## src/rtl/rf_wport_arb.sv

```systemverilog
// rf_wport_arb: shares the single GPR write port between the W stage and
// queued mult/div results. MD results wait in a small FIFO. They drain into
// idle W slots. A slot is forced for the queued head when it has waited too
// long, or when W targets a register that still has an older queued write.
module rf_wport_arb #(
    parameter int DEPTH        = 2,
    parameter int STARVE_LIMIT = 4
) (
    input  logic                     Clk,
    input  logic                     Rst,
    input  logic                     wb_valid,
    output logic                     wb_ready,
    input  logic [4:0]               wb_addr,
    input  logic [31:0]              wb_data,
    input  logic                     md_valid,
    output logic                     md_ready,
    input  logic [4:0]               md_addr,
    input  logic [31:0]              md_data,
    output logic                     rf_we,
    output logic [4:0]               rf_a3,
    output logic [31:0]              rf_wd,
    input  logic [4:0]               q_a1,
    input  logic [4:0]               q_a2,
    output logic                     q_busy1,
    output logic                     q_busy2,
    output logic [$clog2(DEPTH):0]   fifo_count
);

    localparam int PW = $clog2(DEPTH);
    localparam int CW = PW + 1;

    logic [4:0]       q_addr [DEPTH];
    logic [31:0]      q_data [DEPTH];
    logic [PW-1:0]    rd_ptr;
    logic [PW-1:0]    wr_ptr;
    logic [CW-1:0]    count;
    logic [3:0]       starve;

    logic [DEPTH-1:0] entry_valid;
    logic [PW-1:0]    offs;
    logic             wb_hit;
    logic             fifo_empty;
    logic             wb_real;
    logic             force_md;
    logic             wb_sel;
    logic             pop;
    logic             push;

    assign fifo_count = count;

    // Entry validity by distance from the read pointer, and address matches
    // against every live entry (W conflict and decode busy flags).
    always_comb begin
        entry_valid = '0;
        offs        = '0;
        wb_hit      = 1'b0;
        q_busy1     = 1'b0;
        q_busy2     = 1'b0;
        for (int i = 0; i < DEPTH; i++) begin
            offs           = PW'(i) - rd_ptr;
            entry_valid[i] = ({1'b0, offs} < count);
            if (entry_valid[i]) begin
                if (q_addr[i] == wb_addr) wb_hit  = 1'b1;
                if (q_addr[i] == q_a1)    q_busy1 = 1'b1;
                if (q_addr[i] == q_a2)    q_busy2 = 1'b1;
            end
        end
        if (q_a1 == 5'd0) q_busy1 = 1'b0;
        if (q_a2 == 5'd0) q_busy2 = 1'b0;
    end

    // Write-port grant: a forced MD pop beats W, W beats an opportunistic pop.
    // Register 0 writes from W take no slot, so the FIFO may use it.
    always_comb begin
        fifo_empty = (count == '0);
        wb_real    = wb_valid && (wb_addr != 5'd0);
        force_md   = !fifo_empty &&
                     ((starve == 4'(STARVE_LIMIT)) || (wb_real && wb_hit));
        wb_ready   = !force_md;
        wb_sel     = wb_real && !force_md;
        pop        = !fifo_empty && (force_md || !wb_real);
        md_ready   = (count < CW'(DEPTH));
        push       = md_valid && md_ready && (md_addr != 5'd0);
    end

    // FIFO storage; no reset needed since validity comes from the count.
    always_ff @(posedge Clk) begin
        if (push) begin
            q_addr[wr_ptr] <= md_addr;
            q_data[wr_ptr] <= md_data;
        end
    end

    // Pointers, occupancy, starvation counter and the registered write port.
    always_ff @(posedge Clk) begin
        if (Rst) begin
            rd_ptr <= '0;
            wr_ptr <= '0;
            count  <= '0;
            starve <= '0;
            rf_we  <= 1'b0;
            rf_a3  <= '0;
            rf_wd  <= '0;
        end else begin
            if (push) wr_ptr <= wr_ptr + 1'b1;
            if (pop)  rd_ptr <= rd_ptr + 1'b1;
            count <= count + CW'(push) - CW'(pop);

            if (fifo_empty || pop)
                starve <= '0;
            else if (starve != 4'(STARVE_LIMIT))
                starve <= starve + 4'd1;

            rf_we <= pop || wb_sel;
            if (pop) begin
                rf_a3 <= q_addr[rd_ptr];
                rf_wd <= q_data[rd_ptr];
            end else if (wb_sel) begin
                rf_a3 <= wb_addr;
                rf_wd <= wb_data;
            end
        end
    end

endmodule

```

## config.mk

```make
export PLATFORM = sky130hd
export DESIGN_NAME = rf_wport_arb
export DESIGN_NICKNAME = d
export VERILOG_FILES = /design/src/rtl/rf_wport_arb.sv
export SDC_FILE = /design/constraint.sdc
export NUM_CORES = 1
export LEC_CHECK = 0
export ABC_CLOCK_PERIOD_IN_PS = 3450
export BUFFER_PORTS_ARGS = -buffer_cell sky130_fd_sc_hd__buf_2
export CAP_MARGIN = 25
export CORE_ASPECT_RATIO = 0.8
export CORE_MARGIN = 2
export CORE_UTILIZATION = 50
export DETAILED_ROUTE_END_ITERATION = 7
export PLACE_DENSITY = 0.87
export SLEW_MARGIN = 10
export SYNTH_ARGS = -nofsm -noshare
export SYNTH_HDL_FRONTEND = slang
export SYNTH_SLANG_ARGS = --single-unit
export TNS_END_PERCENT = 50
```

## constraint.sdc

```tcl
create_clock -name Clk -period 3.45 [get_ports Clk]
set_input_delay 0.1725 -clock Clk [delete_from_list [all_inputs] [get_ports Clk]]
set_output_delay 0.1725 -clock Clk [all_outputs]
set_load 0.02 [all_outputs]
```

==> Implementation_results.wiki, run 1 <==
{| class="wikitable"
! Metric !! Value
|-
| DRC violations left || 0
|-
| Pre-Repair DR Iteration Count || 5
|-
| Worst setup SP type || register
|-
| Largest net degree at the start of global routing || 72
|-
| Number of setup violations in the final report || 0
|-
| Floorplan die height || 95.0 um
|-
| Number of hold violations in the final report || 0
|-
| WHS Endpoint || rf_wd[8]
|-
| Total overflow reported by the global router || 0
|-
| Critical path start-end classification || reg -> out
|-
| Core region area || 10200 sq um
|-
| Utilization of the core after routing || 68.5%
|-
| Number of H-tree levels || 4
|-
| Clock tree from TritonCTS || yes
|-
| Accumulated negative setup slack || 0 ps
|-
| Placed wire-length estimate after detailed placement || 7830 um
|-
| Max transition margin || between 40% and 50%
|-
| Arrival time worst endpoint || 2670 ps
|-
| Vias in the first global route || around 4000
|-
| Number of cell rows || 33
|-
| Setup repair after global routing missed its margin || false
|-
| Number of instances in the synthesized netlist || 397
|-
| Cell Chain, Critical Path || xor2_1, or4_1, o22ai_4, buf_4, nand2_1, a21o_1, buf_2
|-
| Worst voltage drop across the vdd grid || 0.371 mV
|-
| Transition time of the tightest slew-check pin || 842 ps
|-
| Root Driver || sky130_fd_sc_hd__clkbuf_16
|-
| Resized cells post-CTS || 0
|-
| Worst hold slack after final layout || 106 ps
|-
| Area delta synth->final || 34.5%
|-
| Worst R2R Setup Slack || between 1000 and 1500 ps
|-
| Average detailed-routed wire length per instance || 17.2 um
|-
| Maxcap violations || 0
|-
| Vias || 3922
|-
| WL final || 12400 um
|-
| Slowest cell on crit path || sky130_fd_sc_hd__or4_1
|-
| Share of final-layout standard cells stronger than drive strength 1 || a little over 30%
|-
| Yosys synthesis warning count || 0
|-
| Remaining antenna violation count || 0
|-
| Max incr delay on CP || between 500 and 600 ps
|-
| Endpoint of the worst register-to-register path || fifo_count[1]
|-
| Number of inserted filler cells in the final layout || 739
|-
| Post-synthesis async set-or-reset flop share || 0%
|-
| Cell leakage power || 0.00271 uW
|-
| Post-Route Skew || 10.9 ps
|-
| Global placement routability congestion || 0.874
|-
| Insertion delay to the later sink of the worst-skew pair || 400 ps
|-
| Library cells used by synthesis || between 40 and 50
|-
| Initial antenna violation count || 0
|-
| Type of the tightest min-delay check || in -> reg
|-
| Run status || completed
|-
| Final Max Tran Viols || 0
|-
| Syn avg cell area || 13.0 sq um
|-
| Fraction of the yosys area taken by sequential cells || 61.2%
|-
| Bufs on Longest Clock Path || 2
|-
| Max Fclk || around 350 MHz
|-
| PD cells || roughly 740 nW/um^2
|-
| Depth of the most critical reg-to-reg path || 10
|-
| Number of buffers created by CTS || 17
|-
| Clock-pin slew on the worst setup and hold paths || approximately 50 ps
|-
| Synthesized flop and latch total || 121
|-
| NumNets Final || 658
|-
| Wire length of the first global-routing pass || about 20000 um
|-
| Worst reg2reg startpoint || q_addr[1][2]
|-
| Combined area of all synthesized cells || around 5200 sq um
|-
| Biggest fanout along the worst timing path || 44
|-
| Hold path depth || 3
|-
| Required time of the worst setup path || 3280 ps
|-
| Clock sinks || 121
|-
| Die Span X || 118 um
|-
| Startpoint of the lowest-slack hold path || wb_data[8]
|-
| DRC violation total after the first TritonRoute iteration || 192
|-
| Number of buffer cells added on primary ports || 131
|-
| Final critical-path share of the clock period || 82.5%
|-
| Post-synth net total || 489
|-
| Vias per cell || 5.45
|-
| Die area || 11200 sq um
|-
| Number of ports placed on the die boundary || ~130
|-
| Endpoint kind of the worst setup timing path || primary output
|-
| Most used flip-flop cell after synthesis || sky130_fd_sc_hd__edfxtp_1
|-
| Final critical path time including I/O delays and setup || 2850 ps
|-
| Initial standard-cell utilization of the core || roughly 51%
|-
| Global-route usage over all layers || 22.9%
|-
| Post-synth EDFFs || 74
|}
==> layer usage <==
layer / wire length, um / vias up / share of wire (%) / global-route usage, %
met3: 756 / 8 / 6.1 / 7.00
met2: 6330 / 139 / 51 / 40.6
met1: 5250 / 1908 / 42 / 26.1
met4: 82 / 0 / 0.66 / 9.74
met5: 0 / - / 0 / 0
li1: - / 1867 / - / -
==> stage by stage <==
stage	std cells	power (uW)	setup WS [ps]	instance area (sq um)
detailed placement	649	3320	1070	5950
global placement	649	3270	1100	5950
finish	720	5130	604	6960
global route	719	5370	457	6950
floorplan	397	2890	537	5170
CTS	718	5140	592	6930
==> critical path, delay by kind of cell (launching register included) <==
kind | cells | cell delay, ps
and+or+nand+nor | 2 | 660
buffers and inverters | 2 | 560
DFF | 1 | 480
AOI/OAI and AO/OA | 2 | 390
xor gates and xnor gates | 1 | 180
==> cell type report <==
| type | instances | area, sq um | area share (%) |
|---|---|---|---|
| antenna | 1 | 2.50 | 0.0360 |
| clock buffer | 25 | 487 | 7.00 |
| clock inverter | 7 | 114 | 1.64 |
| inverter | 9 | 33.8 | 0.486 |
| multi-input combinational | 239 | 1860 | 26.7 |
| sequential | 121 | 3160 | 45.5 |
| tap | 140 | 175 | 2.52 |
| timing repair buffer | 178 | 1120 | 16.1 |
==> kinds of logic (layout without fill, tap and decap cells) <==
| kind of cell | after synthesis | after routing | synth area share, % |
|---|---|---|---|
| fa+ha+maj | 4 | 4 | 0.968 |
| mux | 37 | 37 | 7.16 |
| buf+inv | 37 | 219 | 3.63 |
| flops | 121 | 121 | 61.2 |
| xor+xnor | 34 | 34 | 5.76 |
| compound gates | 88 | 88 | 12.7 |
| simple gates | 76 | 76 | 8.64 |
| other cells | 0 | 1 | 0 |
==> worst max path at each step <==
stage,start,end,slack [ps],depth (start not counted)
6_report,q_addr[1][2],wb_ready,600,7
5_1_grt,q_addr[1][2],wb_ready,460,7
4_1_cts,q_addr[1][2],wb_ready,590,7
3_5_place_dp,q_addr[1][2],rf_a3[3],1070,6
3_3_place_gp,q_addr[1][2],wb_ready,1100,7
2_1_floorplan,fifo_count[1],q_addr[0][0],540,3
==> registers in the layout, summed over array words and instances, names as in the netlist, named ones only <==
signal,count
rf_a3,5
fifo_count,2
starve,4
q_addr,10
rf_wd,32
rd_ptr,1
rf_we,1
wr_ptr,1
q_data,64
==> what timing repair did <==
item,in CTS,in global routing
hold buffers,37,0
buffers inserted,0,0
hold endpoints to repair,74,0
==> synth_stat cells, types with 7 or more instances <==
library cell	number	area, sq um
sky130_fd_sc_hd__o21ai_1	16	80.1
sky130_fd_sc_hd__a32o_1	34	340
sky130_fd_sc_hd__dfxtp_1	47	941
sky130_fd_sc_hd__nor3_1	8	40.0
sky130_fd_sc_hd__edfxtp_1	74	2220
sky130_fd_sc_hd__buf_2	8	40.0
sky130_fd_sc_hd__clkbuf_1	7	26.3
sky130_fd_sc_hd__mux2i_1	37	370
sky130_fd_sc_hd__xnor2_1	15	131
sky130_fd_sc_hd__or3_1	36	225
sky130_fd_sc_hd__xor2_1	19	166
sky130_fd_sc_hd__inv_1	9	33.8
sky130_fd_sc_hd__nor2_1	12	45.0
sky130_fd_sc_hd__o21ai_0	20	100
==> power by group <==
group	internal, uW	switching [uW]	total (uW)	leakage (uW)
combinational	561	785	1350	0.00133
clock	1200	583	1780	0.000294
sequential	1830	177	2010	0.00108
==> cell usage in the layout (no fill, tap or decap), types with 10 or more instances in the layout <==
cell,n
sky130_fd_sc_hd__nor2_1,10
sky130_fd_sc_hd__o21ai_0,20
sky130_fd_sc_hd__or3_1,36
sky130_fd_sc_hd__clkbuf_16,18
sky130_fd_sc_hd__o21ai_1,16
sky130_fd_sc_hd__a32o_1,34
sky130_fd_sc_hd__mux2i_1,37
sky130_fd_sc_hd__xnor2_1,15
sky130_fd_sc_hd__xor2_1,19
sky130_fd_sc_hd__dlygate4sd3_1,37
sky130_fd_sc_hd__dfxtp_1,46
sky130_fd_sc_hd__buf_2,131
sky130_fd_sc_hd__edfxtp_1,74
No activity file was read; power rests on OpenSTA's default activity.
==> run 2, diff against run 1 <==
- ABC_CLOCK_PERIOD_IN_PS: 3450 -> 2700
- clock period: 3.45 -> 2.7 ns (I/O delays scaled with it)
==> Implementation_results.wiki, run 2 (same netlist as run 1, synthesis figures left out) <==
{| class="wikitable"
! Metric !! Value
|-
| Wire length of the first global-routing pass || 19800 um
|-
| Switching share of power || a little under a third
|-
| Die area || 11200 sq um
|-
| Floorplan die height || approximately 95 um
|-
| Final critical-path share of the clock period || between 90% and 100%
|-
| Clock tree from TritonCTS || yes
|-
| Highest-count cells in the layout ignoring fill and taps || sky130_fd_sc_hd__buf_2, sky130_fd_sc_hd__edfxtp_1, sky130_fd_sc_hd__dfxtp_1
|-
| Average detailed-routed wire length per instance || 17.5 um
|-
| WL final || 12700 um
|-
| Initial standard-cell utilization of the core || 50.9%
|-
| Number of buffer cells added on primary ports || 131
|-
| Type of the tightest min-delay check || in -> reg
|-
| Remaining antenna violation count || 0
|-
| Global placement routability congestion || 0.894
|-
| Portion of total power attributed to the clock network || 34.6%
|-
| Vias || roughly 4000
|-
| Worst voltage drop across the vdd grid || 0.529 mV
|-
| Share of final-layout standard cells stronger than drive strength 1 || a little under a third
|-
| Root Driver || sky130_fd_sc_hd__clkbuf_16
|-
| Worst path setup slack after routing || 73.9 ps
|-
| Worst setup SP type || register
|-
| Final critical path time including I/O delays and setup || 2630 ps
|-
| Initial antenna violation count || 1
|-
| PD cells || 940 nW/um^2
|-
| DRC violations left || 0
|-
| Post-Route Skew || slightly above 10 ps
|-
| Placed wire-length estimate after detailed placement || 7810 um
|-
| Largest net degree at the start of global routing || between 70 and 80
|-
| Pre-Repair DR Iteration Count || 5
|-
| Net switching power of the design || about 2000 uW
|-
| Global-route usage over all layers || between 20% and 30%
|-
| Regs by FF count || q_data x64, rf_wd x32, q_addr x10
|-
| Biggest fanout along the worst timing path || 22
|-
| Number of buffers created by CTS || 17
|-
| Origin of the worst setup path || q_addr[1][4]
|-
| Number of hold violations in the final report || 0
|-
| Maxcap violations || 0
|-
| Clock sinks || 121
|-
| Bufs on Longest Clock Path || 2
|-
| Required time of the worst setup path || 2570 ps
|-
| Max Fclk || 381 MHz
|-
| Arrival time worst endpoint || 2490 ps
|-
| Register containing the most flip-flops in the final layout || q_data
|-
| Critical path start-end classification || reg -> out
|-
| Most common library cell in the layout ignoring fill and taps || sky130_fd_sc_hd__buf_2
|-
| DRC violation total after the first TritonRoute iteration || 198
|-
| Clock-pin slew on the worst setup and hold paths || 60 ps
|-
| Largest register FFs || 64
|-
| Endpoint kind of the worst setup timing path || primary output
|-
| Worst reg2reg startpoint || q_addr[1][4]
|-
| Core region area || just over 10000 sq um
|-
| Number of setup violations in the final report || 0
|-
| Total overflow reported by the global router || 0
|-
| Vias per cell || 5.54
|-
| Startpoint of the lowest-slack hold path || wb_data[30]
|-
| Cell leakage power || about 0.0027 uW
|-
| Logic gate share of total power || 26.8%
|-
| Internal || 4600 uW
|-
| Die Span X || 118 um
|-
| Run status || completed
|-
| Placed Instances || 650
|-
| Flop pwr share || 38.7%
|-
| Final cell count without fillers || 724
|-
| Number of cell rows || 33
|-
| Insertion delay to the later sink of the worst-skew pair || roughly 410 ps
|-
| Final Max Tran Viols || 0
|-
| Number of ports placed on the die boundary || 132
|-
| Area delta synth->final || 36.0%
|-
| Max transition margin || 58.3%
|-
| Number of H-tree levels || 4
|-
| NumNets Final || 662
|-
| Transition time of the tightest slew-check pin || 626 ps
|-
| Place WS || about 300 ps
|-
| Vias in the first global route || 3944
|}
run 2: cell types whose count changed in the layout (fill, tap and decap cells not counted), sizes merged:
cell      change
clkinvlp      +2
buf           +3
clkinv        -1
run 2: repair_timing:
item | CTS | global route
hold buffers | 37 | 0
hold endpoints to repair | 74 | 0
gates cloned | 0 | 1
pin swaps | 0 | 1
buffers inserted | 0 | 2
resized for setup | 2 | 1
setup endpoints to repair | 1 | 1
run 2: routing by layer:
metal | routed length [um] | global-route usage [%]
met4 | 207 | 9.64
met1 | 5350 | 28.0
met2 | 6340 | 39.0
met5 | 0 | 0
met3 | 803 | 7.00
run 2: cell type report:
class,instances,area [sq um]
antenna,1,2.50
clock buffer,24,482
clock inverter,8,120
fill,712,3130
inverter,9,33.8
multi-input combinational,239,1860
sequential,121,3160
tap,140,175
timing repair buffer,182,1190
run 2: worst paths after layout:
| kind | to | cells past startpoint | slack, ps |
|---|---|---|---|
| hold reg to reg | rf_wd[30] | 1 | 460 |
| setup / recovery | wb_ready | 7 | 70 |
| setup reg to reg | fifo_count[1] | 10 | 180 |
| hold / removal | rf_wd[30] | 3 | 50 |
run 2: through the flow:
stage / TNS, ps / total power, uW / area, sq um / hold slack [ps] / util (%)
2_1_floorplan: -15760 / 3690 / 5170 / 234 / -
3_3_place_gp: 0 / 4180 / 5970 / 324 / 58.8
3_5_place_dp: 0 / 4270 / 5970 / 328 / 58.8
4_1_cts: 0 / 6590 / 6950 / 37.0 / 68.5
5_1_grt: -11.8 / 6910 / 7030 / 44.4 / 69.2
6_report: 0 / 6610 / 7030 / 53.9 / 69.2
run 2: worst max-delay path, stage by stage (launching register included):
cell	delay, ps
sky130_fd_sc_hd__edfxtp_1	480
sky130_fd_sc_hd__xor2_1	180
sky130_fd_sc_hd__or4_1	540
sky130_fd_sc_hd__o22ai_4	270
sky130_fd_sc_hd__buf_12	200
sky130_fd_sc_hd__nand2_1	70
sky130_fd_sc_hd__a21o_1	190
sky130_fd_sc_hd__buf_2	160
run 2: power groups by stage:
stage / sequential, uW / combinational, uW / clock [uW]
3_3_place_gp: 2560 / 1620 / 0
5_1_grt: 2590 / 1920 / 2410
6_report: 2560 / 1770 / 2280
3_5_place_dp: 2590 / 1680 / 0
4_1_cts: 2550 / 1730 / 2300
2_1_floorplan: 2730 / 956 / 0
==> run 3, diff against run 2 <==
- CORE_MARGIN: 2 -> unset
- PLACE_DENSITY: 0.87 -> unset
- PLACE_DENSITY_LB_ADDON: unset -> 0.2
- REMOVE_ABC_BUFFERS: unset -> 1
==> Implementation_results.wiki, run 3 (same netlist as run 1, synthesis figures left out) <==
{| class="wikitable"
! Metric !! Value
|-
| Capture point of the worst path || wb_ready
|-
| Cell leakage power || 0.00271 uW
|-
| Final critical path time including I/O delays and setup || 2610 ps
|-
| Arrival time worst endpoint || 2470 ps
|-
| Vias || 3878
|-
| Setup repair after global routing missed its margin || false
|-
| Worst setup SP type || register
|-
| Highest-count cells in the layout ignoring fill and taps || sky130_fd_sc_hd__buf_2, sky130_fd_sc_hd__edfxtp_1, sky130_fd_sc_hd__dfxtp_1
|-
| Net switching power of the design || 1980 uW
|-
| Number of hold violations in the final report || 0
|-
| Core region area || 9850 sq um
|-
| Share of final-layout standard cells stronger than drive strength 1 || 31.2%
|-
| Total overflow reported by the global router || 0
|-
| Number of H-tree levels || 4
|-
| DRC violation total after the first TritonRoute iteration || between 150 and 200
|-
| Register containing the most flip-flops in the final layout || q_data
|-
| Regs by FF count || q_data x64, rf_wd x32, q_addr x10
|-
| Max Fclk || around 380 MHz
|-
| Endpoint kind of the worst setup timing path || primary output
|-
| Worst R2R Setup Slack || ~220 ps
|-
| Worst path setup slack after routing || 90.8 ps
|-
| Max transition margin || between 50% and 60%
|-
| Number of setup violations in the final report || 0
|-
| Largest net degree at the start of global routing || 72
|-
| Final critical-path share of the clock period || a little over nine tenths
|-
| Place WS || 294 ps
|-
| Flop pwr share || 39.2%
|-
| Origin of the worst setup path || q_addr[1][2]
|-
| Largest register FFs || 64
|-
| WL final || 11900 um
|-
| Required time of the worst setup path || approximately 2600 ps
|-
| Transition time of the tightest slew-check pin || about 620 ps
|-
| Initial antenna violation count || 0
|-
| Number of buffer cells added on primary ports || roughly 130
|-
| Global-route usage over all layers || 23.4%
|-
| Wire length of the first global-routing pass || roughly 19000 um
|-
| Clock sinks || about 120
|-
| Vias in the first global route || 3827
|-
| Root Driver || sky130_fd_sc_hd__clkbuf_16
|-
| Most common library cell in the layout ignoring fill and taps || sky130_fd_sc_hd__buf_2
|-
| Number of ports placed on the die boundary || 132
|-
| Biggest fanout along the worst timing path || 23
|-
| Global placement routability congestion || ~0.87
|-
| Internal || about 4500 uW
|-
| Pre-Repair DR Iteration Count || 4
|-
| Worst hold slack after final layout || 47.0 ps
|-
| Number of inserted filler cells in the final layout || 739
|-
| Remaining antenna violation count || 0
|-
| Placed wire-length estimate after detailed placement || roughly 7500 um
|-
| Worst voltage drop across the vdd grid || 0.595 mV
|-
| Critical path start-end classification || reg -> out
|-
| Endpoint of the worst register-to-register path || rf_wd[2]
|-
| Post-CTS setup buffer count || 0
|-
| Worst reg2reg startpoint || q_addr[1][2]
|-
| Bufs on Longest Clock Path || 2
|-
| Number of cell rows || 32
|-
| Switching share of power || 30.4%
|-
| Post-Route Skew || ~9.7 ps
|-
| Final Max Tran Viols || 0
|-
| PD cells || 932 nW/um^2
|-
| Clock tree from TritonCTS || yes
|-
| Vias per cell || 5.41
|-
| Type of the tightest min-delay check || in -> reg
|-
| Area delta synth->final || 34.7%
|-
| Average detailed-routed wire length per instance || 16.6 um
|-
| Antenna diodes || 0
|-
| Die Span X || 116 um
|-
| Insertion delay to the later sink of the worst-skew pair || between 400 and 500 ps
|-
| Clock-pin slew on the worst setup and hold paths || roughly 50 ps
|-
| Maxcap violations || 0
|-
| NumNets Final || 660
|-
| Logic gate share of total power || ~27%
|-
| DRC violations left || 0
|-
| Portion of total power attributed to the clock network || 34.0%
|-
| Run status || completed
|-
| Initial standard-cell utilization of the core || 52.5%
|-
| Utilization of the core after routing || between 70% and 80%
|-
| Number of buffers created by CTS || 17
|-
| Startpoint of the lowest-slack hold path || Rst
|-
| Floorplan die height || 93.0 um
|-
| Depth of the most critical reg-to-reg path || 6
|-
| Die area || 10800 sq um
|}
## run 3: layout make-up
| class | count | area, sq um | share of cell area (%) |
|---|---|---|---|
| well taps | 136 | 170 | 2.44 |
| inverters | 9 | 33.8 | 0.485 |
| clock inverters | 8 | 93.8 | 1.35 |
| clock buffers | 24 | 492 | 7.06 |
| multi-input cells | 239 | 1860 | 26.7 |
| flip-flops and latches | 121 | 3160 | 45.4 |
| repair buffers | 180 | 1150 | 16.5 |
## run 3: metrics by stage
| stage | cells | total power (uW) | setup TNS, ps | instance area [sq um] |
|---|---|---|---|---|
| floorplan | 369 | 3640 | -29030 | 5020 |
| global placement | 647 | 4210 | 0 | 5980 |
| detailed placement | 647 | 4260 | 0 | 5980 |
| CTS | 716 | 6500 | 0 | 6930 |
| global route | 717 | 6810 | 0 | 6960 |
| finish | 717 | 6490 | 0 | 6960 |
## run 3: power by group through the flow
| stage | Sequential (uW) | Clock [uW] | Combinational, uW |
|---|---|---|---|
| after global placement | 2560 | 0 | 1650 |
| final | 2550 | 2200 | 1740 |
| after detailed placement | 2580 | 0 | 1680 |
| after floorplan | 2790 | 0 | 847 |
| after CTS | 2550 | 2220 | 1730 |
| after global routing | 2580 | 2320 | 1910 |
## run 3: timing repair
item,CTS,global route
hold buffers,37,0
endpoints found under the hold margin,74,0
endpoints found under the setup margin,0,1
resized for setup,0,1
## run 3: worst min-delay path by stage
stage / endpoint / slack [ps] / depth (start not counted)
after CTS: wr_ptr / 40 / 2
after detailed placement: q_data[0][17] / 330 / 1
final: wr_ptr / 50 / 2
after global placement: q_data[1][21] / 320 / 1
after global routing: rf_wd[22] / 60 / 3
after floorplan: fifo_count[0] / 210 / 1
## run 3: metal layers
| metal | GRT usage, % | up-vias | wire length [um] |
|---|---|---|---|
| met1 | 30.2 | 1868 | 5580 |
| met5 | 0 | - | 0 |
| met4 | 8.33 | 0 | 179 |
| li1 | - | 1869 | - |
| met3 | 6.68 | 16 | 616 |
| met2 | 37.5 | 125 | 5500 |
## run 3: critical path, stage by stage (launching register included)
cell,delay [ps]
sky130_fd_sc_hd__edfxtp_1,480
sky130_fd_sc_hd__xor2_1,190
sky130_fd_sc_hd__or4_1,570
sky130_fd_sc_hd__o22ai_4,210
sky130_fd_sc_hd__buf_6,220
sky130_fd_sc_hd__nand2_1,70
sky130_fd_sc_hd__a21o_1,180
sky130_fd_sc_hd__buf_2,150
